<file path="config.mk">
export PLATFORM = sky130hd
export DESIGN_NAME = mips_fetch_queue
export DESIGN_NICKNAME = d
export VERILOG_FILES = /design/src/rtl/mips_fetch_pkg.sv /design/src/rtl/mips_fetch_fifo.sv /design/src/rtl/mips_fetch_queue.sv
export SDC_FILE = /design/constraint.sdc
export NUM_CORES = 1
export LEC_CHECK = 0
export BUFFER_PORTS_ARGS = -buffer_cell sky130_fd_sc_hd__buf_2
export CORE_ASPECT_RATIO = 0.75
export CORE_MARGIN = 5
export CORE_UTILIZATION = 50
export CTS_BUF_LIST = sky130_fd_sc_hd__clkbuf_4 sky130_fd_sc_hd__clkbuf_8
export DETAILED_ROUTE_END_ITERATION = 8
export HOLD_SLACK_MARGIN = 0.1
export PLACE_DENSITY = 0.69
export REMOVE_ABC_BUFFERS = 1
export SYNTH_ARGS = -nofsm -noshare
export SYNTH_HDL_FRONTEND = slang
export SYNTH_SLANG_ARGS = --single-unit
</file>
<file path="constraint.sdc">
create_clock -name clk -period 5.1 [get_ports clk]
set_clock_uncertainty 0.2 [all_clocks]
set_input_delay 0.51 -clock clk [delete_from_list [all_inputs] [get_ports clk]]
set_output_delay 0.51 -clock clk [all_outputs]
set_load 0.01 [all_outputs]
</file>
<file path="src/rtl/mips_fetch_pkg.sv">
// rtl/mips_fetch_pkg.sv - shared types and constants for the MIPS fetch queue
package mips_fetch_pkg;

  typedef enum logic [0:0] {
    S_FETCH      = 1'b0,
    S_REDIR_WAIT = 1'b1
  } fetch_state_e;

  localparam logic [31:0] NOP_INST = 32'h0000_0000;

  localparam int ENTRY_ADDR_W = 32;
  localparam int ENTRY_INST_W = 32;

  typedef struct packed {
    logic [ENTRY_ADDR_W-1:0] pc;
    logic [ENTRY_INST_W-1:0] inst;
  } fetch_entry_t;

endpackage

</file>
<file path="src/rtl/mips_fetch_fifo.sv">
// rtl/mips_fetch_fifo.sv - registered sync FIFO with flush, full/empty/count
module mips_fetch_fifo #(
  parameter int DEPTH = 4,
  parameter int WIDTH = 64
) (
  input  logic                     clk,
  input  logic                     rst,
  input  logic                     flush,
  input  logic                     push,
  input  logic [WIDTH-1:0]         push_data,
  input  logic                     pop,
  output logic [WIDTH-1:0]         head_data,
  output logic                     full,
  output logic                     empty,
  output logic [$clog2(DEPTH):0]   count
);

  localparam int PTR_W = $clog2(DEPTH);
  localparam logic [PTR_W:0]   CNT_ONE = (PTR_W+1)'(1);
  localparam logic [PTR_W-1:0] PTR_ONE = PTR_W'(1);

  logic [WIDTH-1:0] mem [DEPTH];
  logic [PTR_W-1:0] wr_ptr;
  logic [PTR_W-1:0] rd_ptr;
  logic             do_push;
  logic             do_pop;

  // A push into a full queue only lands when the head leaves in the same cycle
  assign do_push   = push & (~full | pop);
  assign do_pop    = pop & ~empty;
  assign full      = (count == (PTR_W+1)'(DEPTH));
  assign empty     = (count == '0);
  assign head_data = mem[rd_ptr];

  // Pointer and occupancy tracking; flush beats any same-cycle push or pop
  always_ff @(posedge clk or posedge rst) begin
    if (rst) begin
      wr_ptr <= '0;
      rd_ptr <= '0;
      count  <= '0;
    end else if (flush) begin
      wr_ptr <= '0;
      rd_ptr <= '0;
      count  <= '0;
    end else begin
      if (do_push) wr_ptr <= wr_ptr + PTR_ONE;
      if (do_pop)  rd_ptr <= rd_ptr + PTR_ONE;
      case ({do_push, do_pop})
        2'b10:   count <= count + CNT_ONE;
        2'b01:   count <= count - CNT_ONE;
        default: count <= count;
      endcase
    end
  end

  // Entry storage; contents are only meaningful below count, so no reset
  always_ff @(posedge clk) begin
    if (do_push && !flush) mem[wr_ptr] <= push_data;
  end

endmodule

</file>
<file path="src/rtl/mips_fetch_queue.sv">
// rtl/mips_fetch_queue.sv - IF stage: PC, redirect FSM and fetch queue; MIPS_FETCH_PERF_EN adds perf counters
module mips_fetch_queue
  import mips_fetch_pkg::*;
#(
  parameter int                ADDR_W   = 32,
  parameter int                INST_W   = 32,
  parameter int                DEPTH    = 4,
  parameter logic [ADDR_W-1:0] RESET_PC = '0
) (
  input  logic              clk,
  input  logic              rst,
  input  logic              redirect,
  input  logic [ADDR_W-1:0] redirect_pc,
  output logic              I_read,
  output logic [ADDR_W-3:0] I_addr,
  input  logic              I_stall,
  input  logic [INST_W-1:0] I_rdata,
  input  logic              id_ready,
  output logic              id_valid,
  output logic [ADDR_W-1:0] id_pc,
  output logic [INST_W-1:0] id_inst,
  output logic              IF_stall
`ifdef MIPS_FETCH_PERF_EN
  ,
  output logic [31:0]       perf_fetch,
  output logic [31:0]       perf_bubble,
  output logic [31:0]       perf_flush
`endif
);

  localparam int WIDTH = ADDR_W + INST_W;

  fetch_state_e      state, next_state;
  logic [ADDR_W-1:0] pc, pc_next, pc_plus4;
  logic [ADDR_W-1:0] pending, pending_next;
  logic [ADDR_W-1:0] target;
  logic              accept, push, pop, flush;
  logic              full, empty;
  logic [WIDTH-1:0]  head;
  logic [$clog2(DEPTH):0] count;

  assign pc_plus4 = pc + ADDR_W'(4);
  assign target   = redirect_pc & ~ADDR_W'(3);
  assign I_addr   = pc[ADDR_W-1:2];
  assign pop      = ~empty & id_ready;
  assign id_valid = ~empty;
  assign IF_stall = empty;
  assign id_pc    = empty ? '0 : head[WIDTH-1:INST_W];
  assign id_inst  = empty ? INST_W'(NOP_INST) : head[INST_W-1:0];

  mips_fetch_fifo #(
    .DEPTH (DEPTH),
    .WIDTH (WIDTH)
  ) u_fifo (
    .clk       (clk),
    .rst       (rst),
    .flush     (flush),
    .push      (push),
    .push_data ({pc_plus4, I_rdata}),
    .pop       (pop),
    .head_data (head),
    .full      (full),
    .empty     (empty),
    .count     (count)
  );

  // Next-state, PC/pending update and cache request; I_read depends on registered full only
  always_comb begin
    next_state   = state;
    pc_next      = pc;
    pending_next = pending;
    push         = 1'b0;
    flush        = 1'b0;
    I_read       = 1'b0;
    if (!rst) I_read = (state == S_REDIR_WAIT) ? 1'b1 : ~full;
    accept = I_read & ~I_stall;
    case (state)
      S_FETCH: begin
        if (redirect) begin
          flush = 1'b1;
          if (I_read && I_stall) begin
            pending_next = target;
            next_state   = S_REDIR_WAIT;
          end else begin
            pc_next = target;
          end
        end else if (accept) begin
          push    = 1'b1;
          pc_next = pc_plus4;
        end
      end
      S_REDIR_WAIT: begin
        if (redirect) flush = 1'b1;
        if (!I_stall) begin
          pc_next    = redirect ? target : pending;
          next_state = S_FETCH;
        end else if (redirect) begin
          pending_next = target;
        end
      end
      default: next_state = S_FETCH;
    endcase
  end

  // State, PC and held redirect target registers
  always_ff @(posedge clk or posedge rst) begin
    if (rst) begin
      state   <= S_FETCH;
      pc      <= RESET_PC;
      pending <= '0;
    end else begin
      state   <= next_state;
      pc      <= pc_next;
      pending <= pending_next;
    end
  end

`ifdef MIPS_FETCH_PERF_EN
  // Event counters; every redirect counts, including ones absorbed while waiting on a miss
  always_ff @(posedge clk or posedge rst) begin
    if (rst) begin
      perf_fetch  <= '0;
      perf_bubble <= '0;
      perf_flush  <= '0;
    end else begin
      if (accept)               perf_fetch  <= perf_fetch + 32'd1;
      if (id_ready && empty)    perf_bubble <= perf_bubble + 32'd1;
      if (redirect)             perf_flush  <= perf_flush + 32'd1;
    end
  end
`endif

endmodule

</file>
==> metrics.cfg, run 1 <==
[outcome]
status=complete, no violations

[synth]
synth.cell_area_sq_um=14200
async_reset_ff_share_pct=22.0
yosysSeqAreaShare_pct=67.0
synth_cell_types=59
synth_edf_count=256
synth_top_family_by_area=multiplexers
netlist.area_leader.share_pct=54.2
synthTopCellsByArea=edfxtp_1 (54%), dfrtp_1 (13%), mux4_2 (10%)
ys_seq_elements=328
synthSimpleGateAreaFrac_pct=9.31
synthFlopType=edfxtp_1
yosys.cell_count.top_type=edfxtp_1
ys_top_cells_by_count=edfxtp_1 (256), and2_1 (72), dfrtp_1 (72), mux4_2 (64), nand2_1 (40)
synth_adder_area_share_pct=0.583
synth_mux_area_share_pct=12.8
synth_compound_area_share_pct=4.87
synthCells=900
avgSynthCellArea_sq_um=15.7
ys_warn_count=0
yosysTopAreaCell=edfxtp_1
synth_xor_area_share_pct=1.92

[global_routing]
overflow=0
grt_pass1_wl_mm=49.9
antenna_found_initial=0
grt_pass1_vias=8570
track_usage_pct=20.2
grt_max_degree=64

[sta]
post-route-min-period_ps=3600
finalMaxSlewViolations=0
setup_violations=0
fin_setup_tns_ps=0
finalHoldViolations=0
timing.hold.ws_ps=285
tightest_slew_ps=987
max_slew_margin_pct=34.2
min_period_over_period_pct=70.7
max_freq_mhz=277
rsz0062_at_grt=no

[critical_path]
path_class=flip-flop to output pin
cp_max_fo=36
crit_path_start_kind=flip-flop
arrival_ps=2890
end_kind=output pin
critPathRequiredTime_ps=4390

[routing]
drtIter0Drc=548
drc=0
dr_total_vias=8441
wl_per_cell_um=20.9
viasPerCell=5.47
drt-pass1-iter-count=5
postRouteAntennaNets=0
routed_wl_mm=32.2

[cells_and_area]
fillers=2189
antenna_cells=0
drive_above_1_share_pct=32.7
layout-area-overhead-vs-synth_pct=19.5
nets=1193

[die]
die_x_um=204
row_count=53
coreArea_sq_um=28000
die_h_um=156
floorplan.initialDensity_pct=50.6
ios=166
die_area_sq_um=31800

[pwr]
p_leak_nw=6.28
p_per_area_nw_per_um2=487
ir_drop_mv=0.260

[flow_run]
maxCapViolations=0

[cts]
numCtsBuffers=49
cts_setup_buffers=0
path_clk_slew_ps=60
ctsResizeCount=0
insertion_delay_ps=590
cts_tree=done
htree_levels=2
clock_sinks=328
cts_hold_buf=65
cts_root_buf=clkbuf_8
clockBufferDepth=3

[hold_path]
min_path_type=flip-flop to flip-flop

[place]
io_buffers=163
hpwl_mm=20.3
gp_congestion=0.818

==> flip-flops by register name, indices dropped and copies added (netlist names) <==
| name | count |
|---|---|
| pending | 32 |
| u_fifo.mem | 256 |
| u_fifo.rd_ptr | 2 |
| state | 1 |
| pc | 32 |
| u_fifo.count | 3 |
| u_fifo.wr_ptr | 2 |
==> path summary, 6_finish.rpt <==
path,startpoint,endpoint,slack (ps),depth (start not counted)
max in group asynchronous,rst,u_fifo.rd_ptr[0],3230,4
min,pending[9],pending[9],290,1
max,u_fifo.rd_ptr[0],id_pc[26],1500,4
max reg2reg,state,u_fifo.mem[1][54],1870,5
min reg2reg,pending[9],pending[9],290,1
min in group asynchronous,rst,pending[24],310,3
==> worst max-delay path: stages, from the launching register on <==
cell and delay (ps):
dfrtp_4 940, buf_4 460, mux4_2 570, and2_1 170
buf_2 140
==> cell type report <==
cell class / instances / area, sq um / area share (%)
tap: 385 / 482 / 2.84
sequential: 328 / 9490 / 56.1
clock inverter: 15 / 131 / 0.776
inverter: 13 / 48.8 / 0.288
clock buffer: 76 / 921 / 5.44
multi-input combinational: 477 / 4200 / 24.8
timing repair buffer: 249 / 1660 / 9.81
==> cell families after synthesis <==
kind of cell / count (synthesis)
buffers and inverters: 95
muxes: 98
AOI/OAI and AO/OA: 111
adders and majority gates: 6
and+or+nand+nor: 231
DFF: 328
xor gates and xnor gates: 31
==> layout by cell type (no fill, tap or decap), types with 3 or more instances in the layout <==
cell type	Yosys	routed
and4_1	3	3
clkbuf_4	0	20
and2_4	0	4
clkinv_2	0	4
nand2b_1	3	3
inv_1	13	12
nand4_1	5	5
nor2b_1	7	7
a22o_1	5	5
a21o_1	4	4
nand3_1	24	24
mux2i_1	3	3
edfxtp_1	256	256
o31ai_1	5	5
nor2_1	36	36
buf_4	31	18
dfrtp_1	72	70
mux4_2	64	64
buf_2	17	163
xor2_1	15	15
a21oi_1	34	34
and2_1	72	68
dlygate4sd3_1	0	65
o21ai_0	34	34
nor3_1	10	10
ha_1	5	5
clkbuf_8	0	56
nand2_1	40	40
or3_1	4	3
clkinv_1	0	7
xnor2_1	16	16
mux2_2	30	30
buf_12	0	3
o2bb2ai_1	6	6
o22ai_1	3	3
a221oi_1	4	4
and3_1	12	12
==> per-stage QoR <==
stage	instance area [sq um]	util, %	setup WS (ps)	instances	power (mW)
after floorplan	13700	-	952	818	5.04
after global placement	15200	54.4	1870	1387	6.00
after detailed placement	15200	54.4	1860	1387	6.04
after CTS	16900	60.5	1400	1543	8.35
after global routing	16900	60.5	1280	1543	8.70
final	16900	60.5	1500	1543	8.25
==> layer usage <==
layer | GRT usage, % | up-vias | routed length (um)
li1 | - | 3842 | -
met1 | 29.5 | 4295 | 14600
met2 | 31.6 | 259 | 14900
met3 | 4.51 | 45 | 2090
met4 | 5.01 | 0 | 571
met5 | 0 | - | 0
==> power breakdown <==
group	leakage, nW	switching [mW]	total, mW	internal, mW
Combinational	2.54	1.29	2.41	1.13
Clock	0.561	0.996	2.25	1.26
Sequential	3.18	0.347	3.58	3.23
Note: power is estimated with default switching activity, not from simulation.
==> run 2: changes to the inputs <==
--- a/config.mk
+++ b/config.mk
@@ -12,7 +12,7 @@
 export CTS_BUF_LIST = sky130_fd_sc_hd__clkbuf_4 sky130_fd_sc_hd__clkbuf_8
 export DETAILED_ROUTE_END_ITERATION = 8
 export HOLD_SLACK_MARGIN = 0.1
-export PLACE_DENSITY = 0.69
+export PLACE_DENSITY = 0.72
 export REMOVE_ABC_BUFFERS = 1
 export SYNTH_ARGS = -nofsm -noshare
 export SYNTH_HDL_FRONTEND = slang
==> constraint.sdc (replaced) <==
create_clock -name clk -period 3.3 [get_ports clk]
set_clock_uncertainty 0.2 [all_clocks]
set_input_delay 0.33 -clock clk [delete_from_list [all_inputs] [get_ports clk]]
set_output_delay 0.33 -clock clk [all_outputs]
set_load 0.01 [all_outputs]
==> run 2 against run 1 <==
Global-route usage fell by 0.18 points. Final cell count rose by 0.71%. Flip-flop and latch count did not move. Highest routed layer unchanged. Largest cell class unchanged.
==> metrics.cfg, run 2 (synthesis gave the netlist of run 1 again) <==
[critical_path]
path_cells=buf_4 > mux4_2 > and2_1 > buf_2
crit_path_start_kind=flip-flop
path_delay_family=flip-flops
slowest_stage=dfrtp_4
path_class=flip-flop to output pin
slowest_delay_ps=770  ; -170 ps
cp_max_fo=24  ; -33%
critPathRequiredTime_ps=2770  ; -1620 ps
end_kind=output pin
path_buf_inv=2  ; unchanged
arrival_ps=2560  ; -330 ps

[die]
ios=166  ; unchanged
coreArea_sq_um=28000  ; unchanged
die_area_sq_um=31800  ; unchanged
floorplan.initialDensity_pct=50.6  ; unchanged
row_count=53  ; unchanged
die_h_um=156  ; unchanged
die_x_um=204  ; unchanged

[routing]
routed_wl_mm=31.7  ; -1.7%
viasPerCell=5.39  ; -1.4%
drt-pass1-iter-count=5  ; unchanged
drtIter0Drc=529  ; -3.5%
wl_per_cell_um=20.4  ; -2.4%
postRouteAntennaNets=0  ; unchanged
drc=0  ; unchanged
dr_total_vias=8381  ; -0.71%

[cells_and_area]
layout-area-overhead-vs-synth_pct=20.5
seqCellArea_sq_um=9490  ; unchanged
fillers=2169  ; -0.91%
antenna_cells=0  ; unchanged
final_util_pct=61.0  ; +0.49 points
regMostFlops=u_fifo.mem
final_cell_mix=edfxtp_1 (256), buf_2 (163), dfrtp_1 (70)
drive_above_1_share_pct=33.4  ; +0.72 points
top_regs=u_fifo.mem x256, pc x32, pending x32
layout_commonest_cell=edfxtp_1
nets=1204  ; +0.92%
largest_register_ffs=256  ; unchanged
multiInputGateArea_sq_um=4200  ; unchanged

[cts]
clockBufferDepth=3  ; unchanged
clock_sinks=328  ; unchanged
cts_root_buf=clkbuf_8
cts_setup_buffers=0  ; unchanged
htree_levels=2  ; unchanged
numCtsBuffers=49  ; unchanged
path_clk_slew_ps=60  ; about the same
insertion_delay_ps=570  ; -20 ps
cts_tree=done

[pwr]
p_comb_share_pct=29.9  ; +0.6 points
clockPowerShare_pct=27.1  ; -0.2 points
p_per_area_nw_per_um2=746  ; +53%
p_seq_share_pct=43.1  ; -0.3 points
ir_drop_mv=0.642  ; +150%
switchingPower_mw=4.02  ; +53%
p_int_mw=8.72  ; +55%
swShare_pct=31.5  ; -0.34 points
p_leak_nw=6.34  ; +0.91%
power_mw=12.7  ; +54%

[global_routing]
grt_pass1_vias=8627  ; +0.67%
overflow=0  ; unchanged
grt_max_degree=68  ; +6.3%
track_usage_pct=20.1  ; -0.18 points
grt_pass1_wl_mm=49.7  ; -0.26%
antenna_found_initial=0  ; unchanged

[sta]
timing.hold.ws_ps=295  ; +9.49 ps
post-route-min-period_ps=3090
finalHoldViolations=0  ; unchanged
tightest_slew_ps=976  ; -10.6 ps
setup_violations=0  ; unchanged
max_freq_mhz=323
finalMaxSlewViolations=0  ; unchanged
rsz0062_at_grt=no
max_slew_margin_pct=34.7  ; +0.47 points
min_period_over_period_pct=93.7
layout_setup_ws_ps=207  ; -1290 ps

[place]
pre_cts_ws_ps=597  ; -1270 ps
hpwl_mm=20.1  ; -0.92%
gp_congestion=0.817  ; about the same
io_buffers=163  ; unchanged

[hold_path]
min_path_type=flip-flop to flip-flop

[flow_run]
maxCapViolations=0  ; unchanged

[outcome]
status=complete, no violations

-- run 2: per-stage QoR --
| stage | std cells | TNS (ps) | cell area (sq um) |
|---|---|---|---|
| 2_1_floorplan | 818 | -201000 | 13700 |
| 5_1_grt | 1554 | 0 | 17100 |
| 3_3_place_gp | 1395 | 0 | 15400 |
| 6_report | 1554 | 0 | 17100 |
| 3_5_place_dp | 1395 | 0 | 15400 |
| 4_1_cts | 1554 | 0 | 17100 |
-- run 2: timing repair --
| item | in CTS | in global routing |
|---|---|---|
| hold endpoints to repair | 233 | 0 |
| hold buffers | 68 | 0 |
| gates resized for setup | 0 | 0 |
-- run 2: final timing paths --
kind	to	from	cells after the start	slack [ps]
min in group asynchronous	pending[24]	rst	3	370
worst min register to register	pending[9]	pending[9]	1	290
worst max-delay path	id_inst[11]	u_fifo.rd_ptr[0]	4	210
worst max register to register	pc[8]	u_fifo.count[1]	6	510
worst min-delay path	pending[9]	pending[9]	1	290
max in group asynchronous	pc[13]	rst	4	1820
-- run 2: layer usage --
layer | wire, um | GRT usage [%] | up-vias | part of all wire [%]
li1 | - | - | 3869 | -
met1 | 14300 | 28.6 | 4207 | 45
met2 | 14600 | 31.6 | 251 | 46
met3 | 2170 | 5.07 | 54 | 6.9
met4 | 579 | 4.88 | 0 | 1.8
met5 | 0 | 0 | - | 0
-- run 2: layout make-up --
cell class,count,area share (%)
flip-flops and latches,328,55.6
multi-input cells,477,24.6
repair buffers,260,10.6
clock buffers,81,5.47
well taps,385,2.82
clock inverters,10,0.608
inverters,13,0.286
-- run 2: power groups by stage --
stage               Clock [mW]  Sequential [mW]  Combinational, mW
CTS                       3.53             5.48               3.88
detailed placement           0             5.57               3.81
global route              3.73             5.56               4.17
floorplan                    0             5.63               2.16
finish                    3.45             5.49               3.80
global placement             0             5.54               3.75
==> run 3: changes to the inputs <==
--- a/config.mk
+++ b/config.mk
@@ -13,7 +13,6 @@
 export DETAILED_ROUTE_END_ITERATION = 8
 export HOLD_SLACK_MARGIN = 0.1
 export PLACE_DENSITY = 0.72
-export REMOVE_ABC_BUFFERS = 1
 export SYNTH_ARGS = -nofsm -noshare
 export SYNTH_HDL_FRONTEND = slang
 export SYNTH_SLANG_ARGS = --single-unit
==> run 3 against run 2 <==
Core utilization down 0.13 points. Via count shrank 0.43%. Critical path depth stayed put. Global-route usage shrank 0.45 points. Power down 0.69%. Clock power down 2%. Sequential power hardly changed. Maximum frequency grew 4.8%. Largest cell class unchanged. Largest power group unchanged.
==> metrics.cfg, run 3 (synthesis gave the netlist of run 1 again) <==
[outcome]
status=complete, no violations

[global_routing]
grt_max_degree=68  ; unchanged
antenna_found_initial=0  ; unchanged
overflow=0  ; unchanged
grt_pass1_wl_mm=48.9  ; -1.7%
track_usage_pct=19.6  ; -0.45 points
grt_pass1_vias=8415  ; -2.5%

[critical_path]
arrival_ps=2420  ; -140 ps
path_delay_family=flip-flops
critPathRequiredTime_ps=2770  ; about the same
rrSetupSlack_ps=420  ; -90 ps
reg2reg_to=pending[9]
end_kind=output pin
path_buf_inv=2  ; unchanged
slowest_stage=dfrtp_4
path_class=flip-flop to output pin
cp_max_fo=29  ; +21%
worstReg2RegStart=state
path_cells=buf_12 > mux4_2 > and2_1 > buf_2
crit_path_start_kind=flip-flop
slowest_delay_ps=650  ; -120 ps
cp.depth=4  ; unchanged
reg2reg_depth=6  ; unchanged

[synth]
syn_nets=975

[cells_and_area]
antenna_cells=0  ; unchanged
regMostFlops=u_fifo.mem
layout-area-overhead-vs-synth_pct=20.2
finish.instance_area_sq_um=17000  ; -0.21%
largest_register_ffs=256  ; unchanged
drive_above_1_share_pct=33.3  ; -0.14 points
layout_commonest_cell=edfxtp_1
instances_no_fill=1550  ; -0.26%
final_cell_mix=edfxtp_1 (256), buf_2 (163), dfrtp_1 (70)
top_regs=u_fifo.mem x256, pc x32, pending x32
nets=1201  ; -0.25%

[routing]
postRouteAntennaNets=0  ; unchanged
routed_wl_mm=31.1  ; -1.9%
drc=0  ; unchanged
wl_per_cell_um=20.0  ; -1.7%
dr_total_vias=8345  ; -0.43%
drtIter0Drc=521  ; -1.5%
viasPerCell=5.38  ; -0.17%
drt-pass1-iter-count=5  ; unchanged

[cts]
cts_root_buf=clkbuf_8
path_clk_slew_ps=60  ; about the same
htree_levels=2  ; unchanged
clockBufferDepth=3  ; unchanged
insertion_delay_ps=590  ; +20 ps
clock_sinks=328  ; unchanged
cts_tree=done
numCtsBuffers=51  ; +4.1%

[place]
hpwl_mm=19.9  ; -1.0%
pre_cts_ws_ps=450  ; -147 ps
placed_area_sq_um=15400  ; about the same
dpl.cell_count=1392  ; -0.22%
gp_congestion=0.830  ; +1.6%
io_buffers=163  ; unchanged

[sta]
finalHoldViolations=0  ; unchanged
fin_setup_tns_ps=0  ; unchanged
layout_setup_ws_ps=350  ; +143 ps
min_period_over_period_pct=89.4  ; -4.3 points
max_freq_mhz=339  ; +4.8%
setup_violations=0  ; unchanged
rsz0062_at_grt=no
max_slew_margin_pct=35.9  ; +1.2 points
post-route-min-period_ps=2950  ; -143 ps
tightest_slew_ps=958  ; -18.5 ps
finalMaxSlewViolations=0  ; unchanged

[pwr]
clockPowerShare_pct=26.6  ; -0.5 points
ir_drop_mv=0.365  ; -43%
p_comb_share_pct=30.2  ; +0.3 points
p_per_area_nw_per_um2=742  ; -0.48%
p_leak_nw=6.33  ; -0.24%
p_seq_share_pct=43.2  ; about the same
switchingPower_mw=4.03  ; +0.22%
power_mw=12.6  ; -0.69%
p_int_mw=8.62  ; -1.1%
swShare_pct=31.8  ; +0.29 points

[die]
die_area_sq_um=31800  ; unchanged
ios=166  ; unchanged
coreArea_sq_um=28000  ; unchanged
floorplan.initialDensity_pct=50.6  ; unchanged
row_count=53  ; unchanged
die_h_um=156  ; unchanged
die_x_um=204  ; unchanged

[flow_run]
maxCapViolations=0  ; unchanged

[hold_path]
min_path_type=input pin to async pin

==> run 3: cell types whose count changed in the layout (fill, tap and decap cells not counted), moves of 4 or more <==
cell | previous run | this run
clkbuf_8 | 52 | 57
clkbuf_4 | 29 | 23
clkinv_2 | 2 | 6
buf_4 | 21 | 16
==> run 3: cell type report <==
class	count	area (sq um)
Fill cell	2130	10900
Sequential cell	328	9490
Multi-Input combinational cell	477	4200
Timing Repair Buffer	255	1800
Clock buffer	80	957
Tap cell	385	482
Clock inverter	12	61.3
Inverter	13	48.8
==> run 3: metal layers <==
metal	routed length [um]	part of all wire (%)	track usage, %
met1	14400	46	29.0
met2	14200	46	30.0
met3	2040	6.6	4.88
met4	389	1.3	4.37
met5	0	0	0
==> run 3: power by group through the flow <==
stage | clock network (mW) | registers, mW | logic, mW
after floorplan | 0 | 5.32 | 2.70
after global placement | 0 | 5.51 | 3.77
after detailed placement | 0 | 5.54 | 3.84
after CTS | 3.46 | 5.46 | 3.91
after global routing | 3.67 | 5.52 | 4.21
final | 3.37 | 5.46 | 3.82
==> run 3: stage by stage <==
stage / hold WS (ps) / util [%]
floorplan: 229 / -
finish: 190 / 60.9
detailed placement: 216 / 54.9
CTS: 160 / 60.9
global placement: 208 / 54.9
global route: 208 / 60.9
==> run 3: how the worst max path moves through the flow <==
stage	slack, ps	startpoint	end
detailed placement	450	state	pending[9]
global placement	530	state	pending[9]
CTS	240	u_fifo.rd_ptr[0]	id_pc[25]
floorplan	550	redirect	u_fifo.mem[0][0]
finish	350	u_fifo.rd_ptr[0]	id_inst[9]
global route	190	u_fifo.rd_ptr[0]	id_inst[9]
==> run 3: what timing repair did <==
action	in CTS	in global routing
hold buffers	66	0
endpoints found under the setup margin	0	0
resized for setup	0	0
endpoints found under the hold margin	266	0
setup buffers	0	0
==> run 3: worst min-delay path: cells and delay by family <==
kind,cells,cell delay [ps]
buffers and inverters,3,1070
